**src/rtl/demux_large_ds.sv**
```systemverilog
// -----------------------------------------------------------------------------
// demux_large_ds
//
// Ten-lane byte distributor. One 8-bit beat per cycle arrives on a
// valid/ready input together with a 4-bit lane select. The beat is steered
// into one of ten one-entry lane holding registers (lane 0 = block_a ...
// lane 9 = block_j), and each lane drains through its own valid/ready port.
//
// Handshake rule used on every port of this block: a transfer happens on a
// rising clock edge where valid and ready are both 1. A producer holds valid
// (and its data) until that edge. Ready never depends combinationally on the
// valid of the same port.
//
// Build option (macro DEMUX_OOR_DROP_EN):
//   undefined : a select of 10..15 targets lane 0, mirroring the selector's
//               default-to-block_a rule. Port oor_count does not exist.
//   defined   : an out-of-range beat is always accepted and then discarded.
//               It still counts in beat_count and also bumps the saturating
//               oor_count.
//
// Ports:
//   clk         in   1   clock, rising edge
//   rst         in   1   asynchronous reset, active high
//   in_valid    in   1   input beat present
//   in_ready    out  1   input beat can be accepted this cycle
//   in_data     in   8   input byte
//   in_sel      in   4   target lane (10..15 out of range)
//   out_valid   out  10  bit k: lane k holds a beat
//   out_ready   in   10  bit k: lane k consumer takes the beat this cycle
//   out_data    out  80  lane k byte at [8k+7:8k]
//   beat_count  out  16  accepted input beats, wraps at 16 bits
//   oor_count   out  8   out-of-range beats, saturating (DEMUX_OOR_DROP_EN only)
// -----------------------------------------------------------------------------
module demux_large_ds (
    input  logic        clk,
    input  logic        rst,
    input  logic        in_valid,
    output logic        in_ready,
    input  logic [7:0]  in_data,
    input  logic [3:0]  in_sel,
    output logic [9:0]  out_valid,
    input  logic [9:0]  out_ready,
    output logic [79:0] out_data,
    output logic [15:0] beat_count
`ifdef DEMUX_OOR_DROP_EN
    ,
    output logic [7:0]  oor_count
`endif
);

    localparam int unsigned NUM_LANES = 10;

    // ------------------------------------------------------------------
    // State
    // ------------------------------------------------------------------
    logic [9:0]  valid_q, valid_d;
    logic [79:0] data_q,  data_d;
    logic [15:0] beat_count_q, beat_count_d;

    // ------------------------------------------------------------------
    // Lane targeting
    // ------------------------------------------------------------------
    logic       in_range;
    logic       drop_beat;   // out-of-range beat that is consumed but not stored
    logic [9:0] tgt_oh;      // one-hot target lane, all zero for a dropped beat
    logic [9:0] lane_free;   // lane can take a beat this cycle
    logic       accept;
    logic [9:0] load;
    logic [9:0] pop;

    assign in_range = (in_sel < 4'd10);

`ifdef DEMUX_OOR_DROP_EN
    assign drop_beat = ~in_range;
`else
    assign drop_beat = 1'b0;
`endif

    always_comb begin
        tgt_oh = '0;
        for (int k = 0; k < NUM_LANES; k++) begin
            if (in_sel == 4'(k)) begin
                tgt_oh[k] = 1'b1;
            end
        end
`ifndef DEMUX_OOR_DROP_EN
        // Out-of-range selects fall back to lane 0 (block_a).
        if (!in_range) begin
            tgt_oh[0] = 1'b1;
        end
`endif
    end

    // A full lane can still take a beat in the same cycle it pops, so a
    // blocked beat waits only on its own lane's consumer.
    assign lane_free = ~valid_q | out_ready;

    // in_ready depends on in_sel and out_ready (and lane state) only.
    // During reset valid_q is zero, so in_ready reads 1.
    assign in_ready = drop_beat | (|(tgt_oh & lane_free));

    assign accept = in_valid & in_ready;
    assign load   = accept ? tgt_oh : 10'd0;
    assign pop    = valid_q & out_ready;

    // ------------------------------------------------------------------
    // Next state
    // ------------------------------------------------------------------
    always_comb begin
        // A load in the same cycle as a pop wins, so the lane stays full
        // with no bubble.
        valid_d = (valid_q & ~pop) | load;
        data_d  = data_q;
        for (int k = 0; k < NUM_LANES; k++) begin
            if (load[k]) begin
                data_d[8*k +: 8] = in_data;
            end
        end
        beat_count_d = beat_count_q + 16'(accept);
    end

    always_ff @(posedge clk or posedge rst) begin
        if (rst) begin
            valid_q      <= '0;
            data_q       <= '0;
            beat_count_q <= '0;
        end else begin
            valid_q      <= valid_d;
            data_q       <= data_d;
            beat_count_q <= beat_count_d;
        end
    end

`ifdef DEMUX_OOR_DROP_EN
    logic [7:0] oor_count_q, oor_count_d;

    always_comb begin
        oor_count_d = oor_count_q;
        if (accept && drop_beat && (oor_count_q != 8'hFF)) begin
            oor_count_d = oor_count_q + 8'd1;
        end
    end

    always_ff @(posedge clk or posedge rst) begin
        if (rst) begin
            oor_count_q <= '0;
        end else begin
            oor_count_q <= oor_count_d;
        end
    end

    assign oor_count = oor_count_q;
`endif

    // ------------------------------------------------------------------
    // Outputs
    // ------------------------------------------------------------------
    assign out_valid  = valid_q;
    assign out_data   = data_q;
    assign beat_count = beat_count_q;

endmodule
```
**config.mk**
```make
export PLATFORM = sky130hd
export DESIGN_NAME = demux_large_ds
export DESIGN_NICKNAME = d
export VERILOG_FILES = /design/src/rtl/demux_large_ds.sv
export SDC_FILE = /design/constraint.sdc
export NUM_CORES = 1
export LEC_CHECK = 0
export ABC_AREA = 1
export CAP_MARGIN = 5
export CORE_ASPECT_RATIO = 0.8
export CORE_MARGIN = 10
export CORE_UTILIZATION = 48
export CTS_CLUSTER_SIZE = 24
export DETAILED_ROUTE_END_ITERATION = 10
export PLACE_DENSITY = 0.88
export RECOVER_POWER = 25
export SLEW_MARGIN = 25
export SYNTH_ARGS = -nofsm -noshare
export SYNTH_HDL_FRONTEND = slang
export SYNTH_SLANG_ARGS = --single-unit
```
**constraint.sdc**
```tcl
create_clock -name clk -period 5 [get_ports clk]
set_input_delay 1 -clock clk [delete_from_list [all_inputs] [get_ports clk]]
set_output_delay 1 -clock clk [all_outputs]
set_load 0.02 [all_outputs]
```
---- Yosys cells after proc, flatten, opt, wreduce, memory -nomap -nowiden ----
Cells that the tools add are included.
operators by class
  $add $sub $neg .......................... 1
  $lt $le $gt $ge ......................... 1
  equal/unequal tests ..................... 9
  multiplexer cells ....................... 12
  bitwise gates (word level) .............. 8
  reductions and logical operators ........ 2
operators by type and width
  cell                                               count
  bitwise AND 10 bit                                 3
  inverter 10 bit                                    2
  bitwise OR 10 bit                                  2
  adder 16 x 1 -> 16 bit                             1
  == test 4 x 3 -> 1 bit, second input constant      4
  two-way mux 1 bit                                  11
  two-way mux 10 bit                                 1
  OR reduction 10 bit                                1
  == test 4 x 2 -> 1 bit, second input constant      2
  == test 4 bit, second input constant               2
  == test 4 x 1 -> 1 bit, second input constant      1
  logical NOT 4 bit                                  1
  less-than comparator 4 bit, second input constant  1
  bitwise AND 1 bit                                  1
word-level totals
  register bits ........................... 106
  bits of input ports ..................... 25
  output and inout bits ................... 107

---- Logic depth before layout (Yosys ltp) ----
  depth in word-level cells ............... 8
  depth in mapped cells ................... 16
  mapped depth without buffers ............ 14

---- Worst setup path after synthesis ----
No wires, ideal clock.
  kind .................................... input to register
  start point ............................. input in_sel[0]
  end point ............................... register beat_count_q[13] (netlist: beat_count[13])
  arrival time ............................ 2.993 ns
  required time ........................... 4.877 ns
  slack ................................... 1.885 ns
  cell stages on the path ................. 15
  buffers on the path ..................... 2
  cell sequence ........................... buf_4 -> nor2_2 -> nand2_1 -> a21oi_1 -> nor2_1 -> nand3_2 -> buf_6 -> and2_1 -> ha_1 -> nand2_1 -> nor2_1 -> inv_1 -> nor4_1 -> nand3_1 -> xor2_1
between the ends
  longest elaborated chain between the ends .. 7
ends and longest elaborated chain
  what                                                                                RTL line  RTL
  start: declaration                                                                  40        input logic [3:0] in_sel,
  parallel branches: the longest is 3 deep, another holds less-than comparator 4 bit  -
  bitwise AND 10 bit *                                                                100       assign in_ready = drop_beat | (|(tgt_oh & lane_free));
  OR reduction 10 bit *                                                               100
  bitwise AND 1 bit *                                                                 102       assign accept = in_valid & in_ready;
  adder 16 x 1 -> 16 bit *                                                            119       beat_count_d = beat_count_q + 16'(accept);
  net beat_count_d[13]                                                                58        logic [15:0] beat_count_q, beat_count_d;
  end signal: assignment                                                              130       beat_count_q <= beat_count_d;
  end: declaration                                                                    58
Mark *: on every way through the listed nets, which the timed path passes.
A chain may end at the register's enable or synchronous reset.

---- Worst setup path in the final report ----
  start point ............................. input in_sel[0]
  end point ............................... output in_ready
between the ends
  longest elaborated chain between the ends .. 5
ends and longest elaborated chain
  what                                                                                RTL line  RTL
  parallel branches: the longest is 3 deep, another holds less-than comparator 4 bit  -
  bitwise AND 10 bit *                                                                100
  OR reduction 10 bit *                                                               100
  end: declaration                                                                    38        output logic in_ready,
Mark *: on every way between the ends.

==> results by group <==
Outcome
  • Outcome: finished, violations left
  • Violated checks: capacitance limit, slew limit

Detailed routing
  • Met1 WL: 5960 µm
  • Post-DR wirelength/cell: 18.2 µm
  • WL final: 14100 µm
  • Via count: 4157
  • Residual DRC: 0
  • Antenna Nets Post-Route: 0
  • Uppermost routed layer: met4
  • Number of vias per cell: 5.37
  • Wire length on met3: 1450 µm
  • DR pass1 iterations: 5
  • DRT iter0 DRCs: between 500 and 600
  • Met2 routed WL: 6420 µm

GRT
  • Tot GR Track Use: 19.3%
  • Vias in the first global route: 4170
  • Largest net degree at the start of global routing: 91
  • Overflow after GRT: 0
  • Initial antenna violation count: 0
  • First-pass GRT wire length: 22400 µm

CTS
  • Clock slew seen by the registers of the worst setup and hold paths: 0.07 ns
  • Clk sinks: 106
  • Cts repair resizes: 0
  • TritonCTS Buffers: 9
  • Post-CTS Setup Bufs: 0
  • Later-pin clock latency in the skew report: 0.34 ns
  • Hold Buf Count CTS: 0
  • Root buffer cell: clkbuf_16
  • H-tree Lvls: 3
  • CTS Buffer Depth: 2
  • TritonCTS clock tree: built

Synthesis
  • Post-Syn Area: 4790 µm²
  • Seq/Total Area, Yosys: a little under three fifths
  • Post-synthesis instance total: roughly 520
  • Syn_nets: about 540
  • Post-synthesis average cell area: 9.28 µm²
  • Register bit total from synthesis: between 100 and 150
  • Syn. warnings: 0
  • Synth unique cells: 29

Finish
  • Number of diodes: 0
  • Share of layout cells above drive strength 1: 7.52%
  • Area Overhead vs Synth: 34.9%
  • Nets: 661

Worst setup path
  • Reg2Reg Setup Slack: 2.61 ns
  • R2R Path End: beat_count[13]$_DFF_PP0_
  • Crit path to: in_ready
  • Worst Setup Path Type: in2out
  • Crit path cell chain: clkdlybuf4s50_1 > inv_2 > nor2_2 > nand2_1 > nor2_1 > nor2_1 > nand3_4 > clkdlybuf4s50_1
  • Crit path DAT: between 2 and 3 ns
  • R2r startpoint: out_valid[3]$_DFF_PP0_
  • FF-to-FF path depth: 13
  • CP Data Required Time: 4.00 ns
  • Startpoint Class: input pin
  • Worst path slowest cell: clkdlybuf4s50_1
  • Worst Setup End Kind: output pin
  • Slowest stage delay, CP: 0.66 ns
  • Crit path launch: in_sel[0]
  • Crit Path Max Fanout: 6

Floorplanning
  • Die Span Y: ~110 µm
  • Die area: 14400 µm²
  • Core box area: about 9700 µm²
  • Rows: 32
  • Die width: about 130 µm
  • I/O pin count: approximately 130
  • Initial Util: 49.4%

Pwr
  • Switching power: 0.000971 W
  • P_leak: 3.11 nW
  • Clock power frac: 27.2%
  • Sw Ratio: 33.0%
  • Internal power: 0.00197 W
  • P per Cell Area: 455 nW/µm²
  • Comb pwr share: about a third
  • Max VDD drop: 0.233 mV
  • Flop pwr share: 40.2%

Timing
  • Worst Tran Pin Value: 2.91 ns
  • Setup violations, final: 0
  • Worst setup margin: 1.13 ns
  • Final hold violations: 0
  • Slew margin rel.: -94.1%
  • Final worst-path cycle share: 77.5%
  • Tmin final: slightly below 4 ns
  • Max Slew Vio Count: slightly above 80
  • Clk_skew: around 0.0087 ns
  • FMAX: between 200 and 300 MHz
  • Setup TNS: 0 ns
  • RSZ-0062 raised after global routing: false

Placement
  • Setup WS pre-CTS: roughly 1.1 ns
  • Placer Congestion: 0.882
  • Dpl hpwl: about 10000 µm
  • Port-buffer cells: 131

Worst hold path
  • Path type of the worst min-delay path: reg2reg
  • Hold path startpoint: beat_count[15]$_DFF_PP0_

Run
  • Max Cap Viol: 1
## final cells by class
type                       count  area (µm²)
fill                         792        3230
sequential                   106        2650
multi-input combinational    352        1850
timing repair buffer         135        1340
clock buffer                  12         246
tap                          136         170
inverter                      29         109
clock inverter                 4        98.8
## critical path: cells and delay by family
| kind | cells | cell delay [ns] |
|---|---|---|
| buf+inv | 3 | 1.34 |
| simple gates | 5 | 0.53 |
## sequential cells by signal, summed over array words and instances, names as in the netlist
| register | count |
|---|---|
| beat_count | 16 |
| out_data | 80 |
| out_valid | 10 |
## power groups by stage
stage | clock [W] | combinational [W] | sequential, W
after floorplan | 0 | 0.000260 | 0.00140
after global placement | 0 | 0.000953 | 0.00118
after detailed placement | 0 | 0.000974 | 0.00119
after CTS | 0.000813 | 0.000976 | 0.00118
after global routing | 0.000844 | 0.00103 | 0.00121
final | 0.000800 | 0.000961 | 0.00118
## placed cells by master, fill, tap and decap left out
cell             count
buf_4                5
o21ai_0              2
clkbuf_8             1
nor2_2               8
xor2_1               8
clkinv_4             1
clkdlybuf4s50_1    129
nor3b_1              1
inv_2                6
nand3_4              9
nand3_1             15
nor2_1              13
clkinv_1             1
and2_1               1
nor4_1               1
dfrtp_1            106
clkbuf_16            9
nor3_4               1
ha_1                 3
nand3_2              2
nand2_1            192
nand4_1             81
a21oi_1              1
o21ai_1              1
nor3_1               4
clkbuf_1             2
nor2_4               1
xnor2_1              6
bufinv_16            3
nor3_2               2
dlygate4sd3_1        1
inv_1               22
## how the worst min path moves through the flow
stage / end / slack [ns] / cells past startpoint
finish: beat_count[15]$_DFF_PP0_ / 0.47 / 1
global placement: out_data[49]$_DFFE_PP0P_ / 0.45 / 2
floorplan: out_data[0]$_DFFE_PP0P_ / 0.58 / 2
global route: out_data[67]$_DFFE_PP0P_ / 0.49 / 2
detailed placement: out_data[2]$_DFFE_PP0P_ / 0.46 / 2
CTS: beat_count[15]$_DFF_PP0_ / 0.48 / 1
## cell families after synthesis
group	Yosys count	share of synthesized area, %
fa+ha+maj	3	0.784
compound gates	4	0.418
simple gates	331	34.6
buf+inv	58	6.22
flops	106	55.4
xor+xnor	14	2.56
## metrics by stage
| step | utilization [%] | cell area, µm² | std cells | hold slack [ns] | power, W |
|---|---|---|---|---|---|
| global route | 66.7 | 6460 | 774 | 0.487 | 0.00308 |
| finish | 66.7 | 6460 | 774 | 0.471 | 0.00294 |
| detailed placement | 63.2 | 6120 | 758 | 0.458 | 0.00216 |
| CTS | 66.7 | 6460 | 774 | 0.477 | 0.00297 |
| global placement | 63.2 | 6120 | 758 | 0.454 | 0.00214 |
| floorplan | - | 4790 | 516 | 0.578 | 0.00166 |
## cells in the mapped netlist, drive strengths merged
master,number,area share [%]
nand2,192,15
dfrtp,106,55
nand4,81,11
inv,28,2.2
nand3,26,5.1
nor2,22,2.3
buf,15,2.8
clkbuf,14,1.1
xor2,8,1.5
nor3,7,1.2
xnor2,6,1.1
ha,3,0.78
o21ai,3,0.31
a21oi,1,0.10
and2,1,0.13
clkinv,1,0.078
nor3b,1,0.16
nor4,1,0.13
## per-layer routing
layer | global-route usage [%] | up-vias
met4 | 6.02 | 0
li1 | - | 1966
met1 | 24.3 | 1971
met3 | 6.84 | 20
met5 | 0 | -
met2 | 30.8 | 200
(Power assumes the default switching activity.)
